File: src/rtl/i2c_pkg.sv
// Shared constants and types for the I2C slave bit-level front end.
package i2c_pkg;

    localparam int unsigned SLAVE_ADDR_W  = 7;
    localparam int unsigned BITS_PER_BYTE = 8;

    typedef logic [3:0] bit_cnt_t;

    localparam bit_cnt_t BIT_CNT_FULL = bit_cnt_t'(BITS_PER_BYTE);

endpackage

File: src/rtl/i2c_bus_frontend_if.sv
// Pad and slave-FSM signals of the I2C front end. The slave modport is the front end's view,
// the master modport is the controlling FSM and pad side.
interface i2c_bus_frontend_if;
    import i2c_pkg::*;

    logic                     scl_in;
    logic                     sda_in;
    logic                     sda_oe;
    logic                     clear_start;
    logic                     clear_stop;
    logic                     clear_counter;
    logic                     in_enable;
    logic                     out_en;
    logic                     send_ack;
    logic [BITS_PER_BYTE-1:0] tx_data;
    logic                     start;
    logic                     stop;
    logic                     SCL_negedge;
    logic                     counted_8;
    logic                     addr_valid;
    logic                     ACK;
    logic [BITS_PER_BYTE-1:0] data_in;

    modport slave (
        input  scl_in, sda_in, clear_start, clear_stop, clear_counter, in_enable, out_en,
               send_ack, tx_data,
        output sda_oe, start, stop, SCL_negedge, counted_8, addr_valid, ACK, data_in
    );

    modport master (
        output scl_in, sda_in, clear_start, clear_stop, clear_counter, in_enable, out_en,
               send_ack, tx_data,
        input  sda_oe, start, stop, SCL_negedge, counted_8, addr_valid, ACK, data_in
    );

endinterface

File: src/rtl/i2c_sync_edge.sv
// Multi-flop synchroniser for one asynchronous pad line, plus a delay flop for edge detection.
module i2c_sync_edge #(
    parameter int unsigned SYNC_STAGES = 2
) (
    input  logic clock,
    input  logic reset_n,
    input  logic din,
    output logic sync,
    output logic rise,
    output logic fall
);

    logic [SYNC_STAGES-1:0] chain_q;
    logic                   dly_q;

    // Reset to 1 so an idle bus produces no spurious edges when reset is released.
    always_ff @(posedge clock or negedge reset_n) begin
        if (!reset_n) begin
            chain_q <= '1;
            dly_q   <= 1'b1;
        end else begin
            chain_q <= {chain_q[SYNC_STAGES-2:0], din};
            dly_q   <= chain_q[SYNC_STAGES-1];
        end
    end

    assign sync = chain_q[SYNC_STAGES-1];
    assign rise = sync & ~dly_q;
    assign fall = ~sync & dly_q;

endmodule

File: src/rtl/i2c_bus_frontend.sv
// Bit-level I2C slave front end: START/STOP detection, bit counting, receive shifter,
// master ACK sampling and open-drain SDA drive for ACK and read data.
module i2c_bus_frontend
    import i2c_pkg::*;
#(
    parameter logic [SLAVE_ADDR_W-1:0] SLAVE_ADDR  = 7'h49,
    parameter int unsigned             SYNC_STAGES = 2
) (
    input logic               clock,
    input logic               reset_n,
    i2c_bus_frontend_if.slave bus
);

    logic scl_s, scl_rise, scl_fall;
    logic sda_s, sda_rise, sda_fall;

    i2c_sync_edge #(
        .SYNC_STAGES(SYNC_STAGES)
    ) u_scl_sync (
        .clock  (clock),
        .reset_n(reset_n),
        .din    (bus.scl_in),
        .sync   (scl_s),
        .rise   (scl_rise),
        .fall   (scl_fall)
    );

    i2c_sync_edge #(
        .SYNC_STAGES(SYNC_STAGES)
    ) u_sda_sync (
        .clock  (clock),
        .reset_n(reset_n),
        .din    (bus.sda_in),
        .sync   (sda_s),
        .rise   (sda_rise),
        .fall   (sda_fall)
    );

    // SCL high on both the synchronised and delayed sample: high and not just risen.
    logic scl_high;
    logic start_det, stop_det;

    assign scl_high  = scl_s & ~scl_rise;
    assign start_det = sda_fall & scl_high;
    assign stop_det  = sda_rise & scl_high;

    logic                     start_q, start_d;
    logic                     stop_q, stop_d;
    logic                     negedge_q, negedge_d;
    logic                     ack_q, ack_d;
    logic                     sda_oe_q, sda_oe_d;
    bit_cnt_t                 bit_cnt_q, bit_cnt_d;
    logic [BITS_PER_BYTE-1:0] data_q, data_d;
    logic                     cnt_full;
    logic                     bit_active;

    assign cnt_full   = (bit_cnt_q == BIT_CNT_FULL);
    assign bit_active = bit_cnt_q < BIT_CNT_FULL;

    always_comb begin
        start_d   = start_q;
        stop_d    = stop_q;
        negedge_d = scl_fall;
        bit_cnt_d = bit_cnt_q;
        data_d    = data_q;
        ack_d     = ack_q;
        sda_oe_d  = 1'b0;

        // Set has priority over clear so a condition arriving with the clear is not lost.
        if (bus.clear_start) start_d = 1'b0;
        if (start_det)       start_d = 1'b1;
        if (bus.clear_stop)  stop_d  = 1'b0;
        if (stop_det)        stop_d  = 1'b1;

        if (bus.clear_counter) begin
            bit_cnt_d = '0;
        end else if (scl_rise && (bus.in_enable || bus.out_en) && bit_active) begin
            bit_cnt_d = bit_cnt_q + 4'd1;
        end

        if (scl_rise && bus.in_enable && bit_active) begin
            data_d = {data_q[BITS_PER_BYTE-2:0], sda_s};
        end

        if (scl_rise && cnt_full && !bus.in_enable && !bus.out_en) begin
            ack_d = ~sda_s;
        end

        if (start_det || stop_det) begin
            sda_oe_d = 1'b0;
        end else if (bus.send_ack) begin
            sda_oe_d = 1'b1;
        end else if (bus.out_en && bit_active) begin
            sda_oe_d = ~bus.tx_data[3'd7 - bit_cnt_q[2:0]];
        end
    end

    always_ff @(posedge clock or negedge reset_n) begin
        if (!reset_n) begin
            start_q   <= 1'b0;
            stop_q    <= 1'b0;
            negedge_q <= 1'b0;
            ack_q     <= 1'b0;
            sda_oe_q  <= 1'b0;
            bit_cnt_q <= '0;
            data_q    <= '0;
        end else begin
            start_q   <= start_d;
            stop_q    <= stop_d;
            negedge_q <= negedge_d;
            ack_q     <= ack_d;
            sda_oe_q  <= sda_oe_d;
            bit_cnt_q <= bit_cnt_d;
            data_q    <= data_d;
        end
    end

    assign bus.start       = start_q;
    assign bus.stop        = stop_q;
    assign bus.SCL_negedge = negedge_q;
    assign bus.counted_8   = cnt_full;
    assign bus.ACK         = ack_q;
    assign bus.sda_oe      = sda_oe_q;
    assign bus.data_in     = data_q;
    assign bus.addr_valid  = (data_q[BITS_PER_BYTE-1:1] == SLAVE_ADDR);

endmodule

File: src/flat_wrapper.sv
// flat-port wrapper written by rule: the top's interface ports become plain ports
module i2c_bus_frontend_flat import i2c_pkg::*;
#(
    parameter logic [SLAVE_ADDR_W-1:0] SLAVE_ADDR  = 7'h49,
    parameter int unsigned             SYNC_STAGES = 2
)
  (clock, reset_n, bus_scl_in, bus_sda_in, bus_clear_start, bus_clear_stop, bus_clear_counter, bus_in_enable, bus_out_en, bus_send_ack, bus_tx_data, bus_sda_oe, bus_start, bus_stop, bus_SCL_negedge, bus_counted_8, bus_addr_valid, bus_ACK, bus_data_in);
  i2c_bus_frontend_if bus_i ();
  input logic clock;
  input logic reset_n;
  input wire logic [$bits(bus_i.scl_in)-1:0] bus_scl_in;
  input wire logic [$bits(bus_i.sda_in)-1:0] bus_sda_in;
  input wire logic [$bits(bus_i.clear_start)-1:0] bus_clear_start;
  input wire logic [$bits(bus_i.clear_stop)-1:0] bus_clear_stop;
  input wire logic [$bits(bus_i.clear_counter)-1:0] bus_clear_counter;
  input wire logic [$bits(bus_i.in_enable)-1:0] bus_in_enable;
  input wire logic [$bits(bus_i.out_en)-1:0] bus_out_en;
  input wire logic [$bits(bus_i.send_ack)-1:0] bus_send_ack;
  input wire logic [$bits(bus_i.tx_data)-1:0] bus_tx_data;
  output wire logic [$bits(bus_i.sda_oe)-1:0] bus_sda_oe;
  output wire logic [$bits(bus_i.start)-1:0] bus_start;
  output wire logic [$bits(bus_i.stop)-1:0] bus_stop;
  output wire logic [$bits(bus_i.SCL_negedge)-1:0] bus_SCL_negedge;
  output wire logic [$bits(bus_i.counted_8)-1:0] bus_counted_8;
  output wire logic [$bits(bus_i.addr_valid)-1:0] bus_addr_valid;
  output wire logic [$bits(bus_i.ACK)-1:0] bus_ACK;
  output wire logic [$bits(bus_i.data_in)-1:0] bus_data_in;
  assign bus_i.scl_in = bus_scl_in;
  assign bus_i.sda_in = bus_sda_in;
  assign bus_i.clear_start = bus_clear_start;
  assign bus_i.clear_stop = bus_clear_stop;
  assign bus_i.clear_counter = bus_clear_counter;
  assign bus_i.in_enable = bus_in_enable;
  assign bus_i.out_en = bus_out_en;
  assign bus_i.send_ack = bus_send_ack;
  assign bus_i.tx_data = bus_tx_data;
  assign bus_sda_oe = bus_i.sda_oe;
  assign bus_start = bus_i.start;
  assign bus_stop = bus_i.stop;
  assign bus_SCL_negedge = bus_i.SCL_negedge;
  assign bus_counted_8 = bus_i.counted_8;
  assign bus_addr_valid = bus_i.addr_valid;
  assign bus_ACK = bus_i.ACK;
  assign bus_data_in = bus_i.data_in;
  i2c_bus_frontend #(.SLAVE_ADDR(SLAVE_ADDR), .SYNC_STAGES(SYNC_STAGES)) u_core (.clock(clock), .reset_n(reset_n), .bus(bus_i));
endmodule
File: config.mk
export PLATFORM = sky130hd
export DESIGN_NAME = i2c_bus_frontend_flat
export DESIGN_NICKNAME = d
export VERILOG_FILES = /design/src/rtl/i2c_pkg.sv /design/src/rtl/i2c_bus_frontend_if.sv /design/src/rtl/i2c_sync_edge.sv /design/src/rtl/i2c_bus_frontend.sv /design/src/flat_wrapper.sv
export SDC_FILE = /design/constraint.sdc
export NUM_CORES = 1
export LEC_CHECK = 0
export ABC_AREA = 0
export ABC_CLOCK_PERIOD_IN_PS = 1900
export CAP_MARGIN = 0
export CORE_MARGIN = 8
export CORE_UTILIZATION = 46
export CTS_BUF_LIST = sky130_fd_sc_hd__clkbuf_2 sky130_fd_sc_hd__clkbuf_4 sky130_fd_sc_hd__clkbuf_8
export DETAILED_ROUTE_END_ITERATION = 16
export GPL_ROUTABILITY_DRIVEN = 0
export PLACE_DENSITY = 0.81
export SLEW_MARGIN = 20
export SYNTH_ARGS = -nofsm -noshare
export SYNTH_HDL_FRONTEND = slang
export SYNTH_SLANG_ARGS = --single-unit
File: constraint.sdc
create_clock -name clock -period 1.9 [get_ports clock]
set_input_delay 0.38 -clock clock [delete_from_list [all_inputs] [get_ports clock]]
set_output_delay 0.38 -clock clock [all_outputs]
set_load 0.1 [all_outputs]
Word level (Yosys, flattened, before mapping):

Cells that the tools add are included.
Widths: inputs -> output; s select.

* flip-flop bits (word level): 23
* bits of input ports: 18
* output and inout bits: 15
* word-level logic and storage cells: 56

* $add $sub $neg: 2
* $lt $le $gt $ge: 2
* equality and inequality tests: 2
* multiplexer cells: 11
* bitwise operators: 13
* reduce and logical (&&, ||, !) cells: 15

Operators by type and width (number)
* $logic_and 1x1->1: 8
* $mux 1: 8
* $mux 4: 2
* $and 1x1->1: 7
* $eq 7x7->1 const B: 1
* $not 1->1: 6
* $reduce_bool 2->1: 3
* $add 4x1->4 const B: 1
* $eq 4x4->1 const B: 1
* $lt 3x4->1 const B: 1
* $lt 4x4->1 const B: 1
* $bmux 1 s3: 1
* $sub 3x3->3 const A: 1
* $logic_not 1->1: 2
* $logic_or 1x1->1: 2

Longest topological paths before layout:

Gate-level depths: netlist of the first run.

* depth in word-level cells: 7
* mapped depth: 5
* gate-level depth less buffers: 4

Hierarchy:

A second synthesis of the first run with hierarchy kept.

* cells, all modules: 82
* area total of the unflattened synthesis: 1024.7 um^2

Modules (own cells, without submodules)
* i2c_bus_frontend: times used 1, cells each 72, area an instance 837.1 um^2, sequential area each 425.4 um^2
* i2c_sync_edge: times used 2, cells each 5, area an instance 93.8 um^2, sequential area each 78.8 um^2

Worst setup path after synthesis of the first run:

OpenSTA, ideal clock, no wires.

* path type: register to register
* start: register u_core.bit_cnt_q[2]
* end: register u_core.ack_q (netlist: u_core.bus.ACK)
* library setup time: 0.129 ns
* arrival: 4.217 ns
* data required time: 1.771 ns
* setup slack: -2.446 ns
* cell stages (with the launch flop): 6
* buffers on the path: 1
* clock period less this slack: 4.346 ns
* cell sequence: dfrtp_1 -> buf_6 -> nor4b_1 -> nand4b_1 -> nand2_1 -> o21ai_0

* longest elaborated chain between the ends: 4

RTL lines
* from (decl): line i2c_bus_frontend.sv:52 `bit_cnt_t bit_cnt_q, bit_cnt_d;`
* from (signal assigned): line i2c_bus_frontend.sv:113 `bit_cnt_q <= bit_cnt_d;`
* $eq 4x4->1: line i2c_bus_frontend.sv:57 `assign cnt_full = (bit_cnt_q == BIT_CNT_FULL);`
* net bus_counted_8: line flat_wrapper.sv:24 `output wire logic [$bits(bus_i.counted_8)-1:0] bus_counted_8;`
* $logic_and 1x1->1 (3 in series): line i2c_bus_frontend.sv:85 `if (scl_rise && cnt_full && !bus.in_enable && !bus.out_en) begin`
* to (signal assigned): line i2c_bus_frontend.sv:111 `ack_q <= ack_d;`
* to (decl): line i2c_bus_frontend.sv:50 `logic ack_q, ack_d;`

The timed path passes the listed nets, and every way through them passes these cells.
A chain may end at the register's enable or synchronous reset.

Worst setup path in the final report of the first run:

* start: register u_core.data_q[5] (netlist: u_core.bus.data_in[5])
* end: output bus_addr_valid

* longest elaborated chain between the ends: 1

RTL lines
* from (decl): line i2c_bus_frontend.sv:53 `logic [BITS_PER_BYTE-1:0] data_q, data_d;`
* from (signal assigned): line i2c_bus_frontend.sv:114 `data_q <= data_d;`
* $eq 7x7->1: line i2c_bus_frontend.sv:125 `assign bus.addr_valid = (data_q[BITS_PER_BYTE-1:1] == SLAVE_ADDR);`
* to (decl): line flat_wrapper.sv:25 `output wire logic [$bits(bus_i.addr_valid)-1:0] bus_addr_valid;`

Every way passes these cells.

==> results.ini, run 1 <==
[synthesis]
synthDominantCellAreaShare=0.435
syn_nets=90
synthArstFlopShare=1.00
synth_edf_count=0
syn_inst=71
synth_area_leaders=dfrtp_1 43%, dfstp_2 16%, mux2_2 9.2%
ys_top_cells_by_count=17 x dfrtp_1, 8 x mux2_2, 7 x nor2_1
syn_area_per_cell_um2=13.8
ys_seq_elements=23
yosysMostFrequentCell=dfrtp_1
yosysUniqueCellTypes=26
ys_warn_count=0
synth_ff_type=dfrtp_1
syn_area_um2=978
synth_top_cell_by_area=dfrtp_1
ys_seq_area_frac=0.596

[sta]
fmaxAchievable_ghz=0.543
final-hold-violation-count=0
finalCritPeriodShare=0.970
post-route-min-period_ns=1.84
rsz0062_at_grt=yes
slew_headroom=0.743
setup_viol=0
slew_violations=0
fin_skew_ns=0.00465
max_slew.worst_pin.slew_ns=0.381

[drt]
drt_iter0_markers=10
drc=0
wl_um=2090
num_vias=686
antenna_left=0
viasPerCell=5.04
first_pass_iters=4
drt-wirelength-per-cell_um=15.4

[worst_hold_path]
hold_path_depth=0
hold_class=flip-flop to flip-flop
min_from=u_core.u_sda_sync.chain_q[0]$_DFF_PN1_
hold_end=u_core.u_sda_sync.chain_q[1]$_DFF_PN1_

[power]
swShare=0.458
intPower_uw=1070
p_total_uw=1980
powerDensity_nw_per_um2=1330
power_frac_comb=0.530
switching_power_uw=905
pwr-share-clk=0.116
seq_power_share=0.355
peakVddDrop_uv=1710
p_leak_uw=0.000629

[setup_path]
worstSetupPathType=flip-flop to output port
cp_slowest_cell=dfrtp_2
cp-start-kind=flip-flop
ff2ff_path_depth=4
ff2ff_setup_slack_ns=0.31
timing.rr.end=u_core.bus.sda_oe$_DFF_PN0_
r2r-start=u_core.bit_cnt_q[2]$_DFFE_PN0P_
cp.arrival_ns=1.46
worst-path-buf-inv=1
slowest_delay_ns=0.47
cp_top_family=simple AND/OR/NAND/NOR gates
path_cells=nor4bb_4, and3_4, buf_12
crit_path_max_fanout=4
critical_path.endpoint_type=output port
worstPathRequired_ns=1.52

[floorplan]
die_y_um=62.1
start_util=0.494
core_um2=1980
io_pins=33
placementRows=16
die_area_um2=3860
fp.dieW_um=62.1

[clock_tree]
cts_buffer_depth=2
root_buffer=clkbuf_4
clk_latency_ns=0.30
cts_max_level=1
cts.sinks=23
clkTransAtPathRegs_ns=0.11
numCtsBuffers=3
cts_tree=yes

[placement]
port_buffers=32
dpl.hpwl_um=1630

[global_route]
grt_pass1_vias=723
antenna_found_initial=0
grt_use_total=0.107
grt_max_degree=24
grt_pass1_wl_um=3410
grt-ovfl-total=0

[layout]
utilization=0.752
syn2layout_area_growth_pct=52.3
diodes=0
nNetsFinal=129
drive_above_1_share=0.431

[job]
drv_cap=0

[outcome]
status=finished, final reports clean

power by group through the flow:
| stage | Sequential (µW) | Combinational, µW | Clock, µW |
|---|---|---|---|
| after floorplan | 1210 | 111 | 0 |
| after global placement | 702 | 1010 | 0 |
| after detailed placement | 709 | 1020 | 0 |
| after CTS | 702 | 1020 | 241 |
| after global routing | 726 | 1080 | 261 |
| final | 701 | 1050 | 228 |
registers in the layout, summed over array words and instances, names as in the netlist:
signal,count
u_core.bus.data_in,8
u_core.bit_cnt_q,4
u_core.u_scl_sync.chain_q,2
u_core.u_sda_sync.chain_q,2
u_core.bus.ACK,1
u_core.bus.SCL_negedge,1
u_core.bus.sda_oe,1
u_core.bus.start,1
u_core.bus.stop,1
u_core.u_scl_sync.dly_q,1
u_core.u_sda_sync.dly_q,1
layout make-up:
cell class	count	area (µm²)
Tap cell	27	33.8
Sequential cell	23	589
Clock buffer	4	30.0
Inverter	4	15.0
Multi-Input combinational cell	43	404
Fill cell	117	492
Timing Repair Buffer	35	418
kinds of logic (layout without fill, tap and decap cells):
kind of cell | after synthesis | in the layout | share of synthesized area
multiplexers | 14 | 14 | 0.166
AND/OR/NAND/NOR | 20 | 20 | 0.132
XOR/XNOR | 3 | 3 | 0.0269
adder cells (fa/ha/maj) | 1 | 1 | 0.0128
AO/OA/AOI/OAI | 5 | 5 | 0.0396
flip-flops | 23 | 23 | 0.596
buffers and inverters | 5 | 43 | 0.0268
placed cells by master, fill, tap and decap left out, drive strengths merged, types with 2 or more instances in the layout:
master | Yosys | layout
mux2 | 8 | 8
dfstp | 6 | 6
xnor2 | 2 | 2
o32ai | 2 | 2
dfrtp | 17 | 17
inv | 4 | 4
nor2 | 7 | 7
nand2 | 2 | 2
clkdlybuf4s50 | 0 | 17
mux2i | 5 | 5
buf | 1 | 18
clkbuf | 0 | 4
nor4b | 2 | 2
through the flow:
| stage | setup TNS, ns | worst slack, ns | instance area, µm² | cells | hold slack [ns] |
|---|---|---|---|---|---|
| floorplan | -0.235 | -0.185 | 1000 | 71 | 0.0844 |
| global placement | 0 | 0.0974 | 1440 | 131 | 0.345 |
| detailed placement | 0 | 0.0759 | 1440 | 131 | 0.347 |
| CTS | 0 | 0.0116 | 1470 | 135 | 0.364 |
| global route | -0.0364 | -0.0364 | 1490 | 136 | 0.367 |
| finish | 0 | 0.0574 | 1490 | 136 | 0.363 |
timing repair:
| item | CTS | global route |
|---|---|---|
| hold buffers | 0 | 0 |
| endpoints found under the setup margin | 1 | 1 |
| buffers inserted | 0 | 1 |
| pin swaps | 0 | 1 |
| gates resized for setup | 1 | 1 |
worst max path at each step:
stage / from / end / slack (ns) / cells after the start
2_1_floorplan: u_core.bit_cnt_q[0]$_DFFE_PN0P_ / u_core.bus.ACK$_DFFE_PN0P_ / -0.19 / 4
3_3_place_gp: bus_tx_data[0] / u_core.bus.sda_oe$_DFF_PN0_ / 0.1 / 5
3_5_place_dp: bus_tx_data[4] / u_core.bus.sda_oe$_DFF_PN0_ / 0.08 / 5
4_1_cts: u_core.bus.data_in[6]$_DFFE_PN0P_ / bus_addr_valid / 0.01 / 3
5_1_grt: u_core.bus.data_in[5]$_DFFE_PN0P_ / bus_addr_valid / -0.04 / 3
6_report: u_core.bus.data_in[5]$_DFFE_PN0P_ / bus_addr_valid / 0.06 / 3
routing by layer:
metal  wire (µm)  part of all wire  global-route usage
met5           0                 0                   0
met4          21             0.010              0.0350
met3          87             0.042              0.0305
met2        1130              0.54               0.186
met1         857              0.41               0.121
(Power assumes the default switching activity.)
==> run 2, diff against run 1 <==
- SLEW_MARGIN: 20 -> default
==> results of run 2 <==
Same layout as run 1: the final DEF is identical, and so are final timing and power.
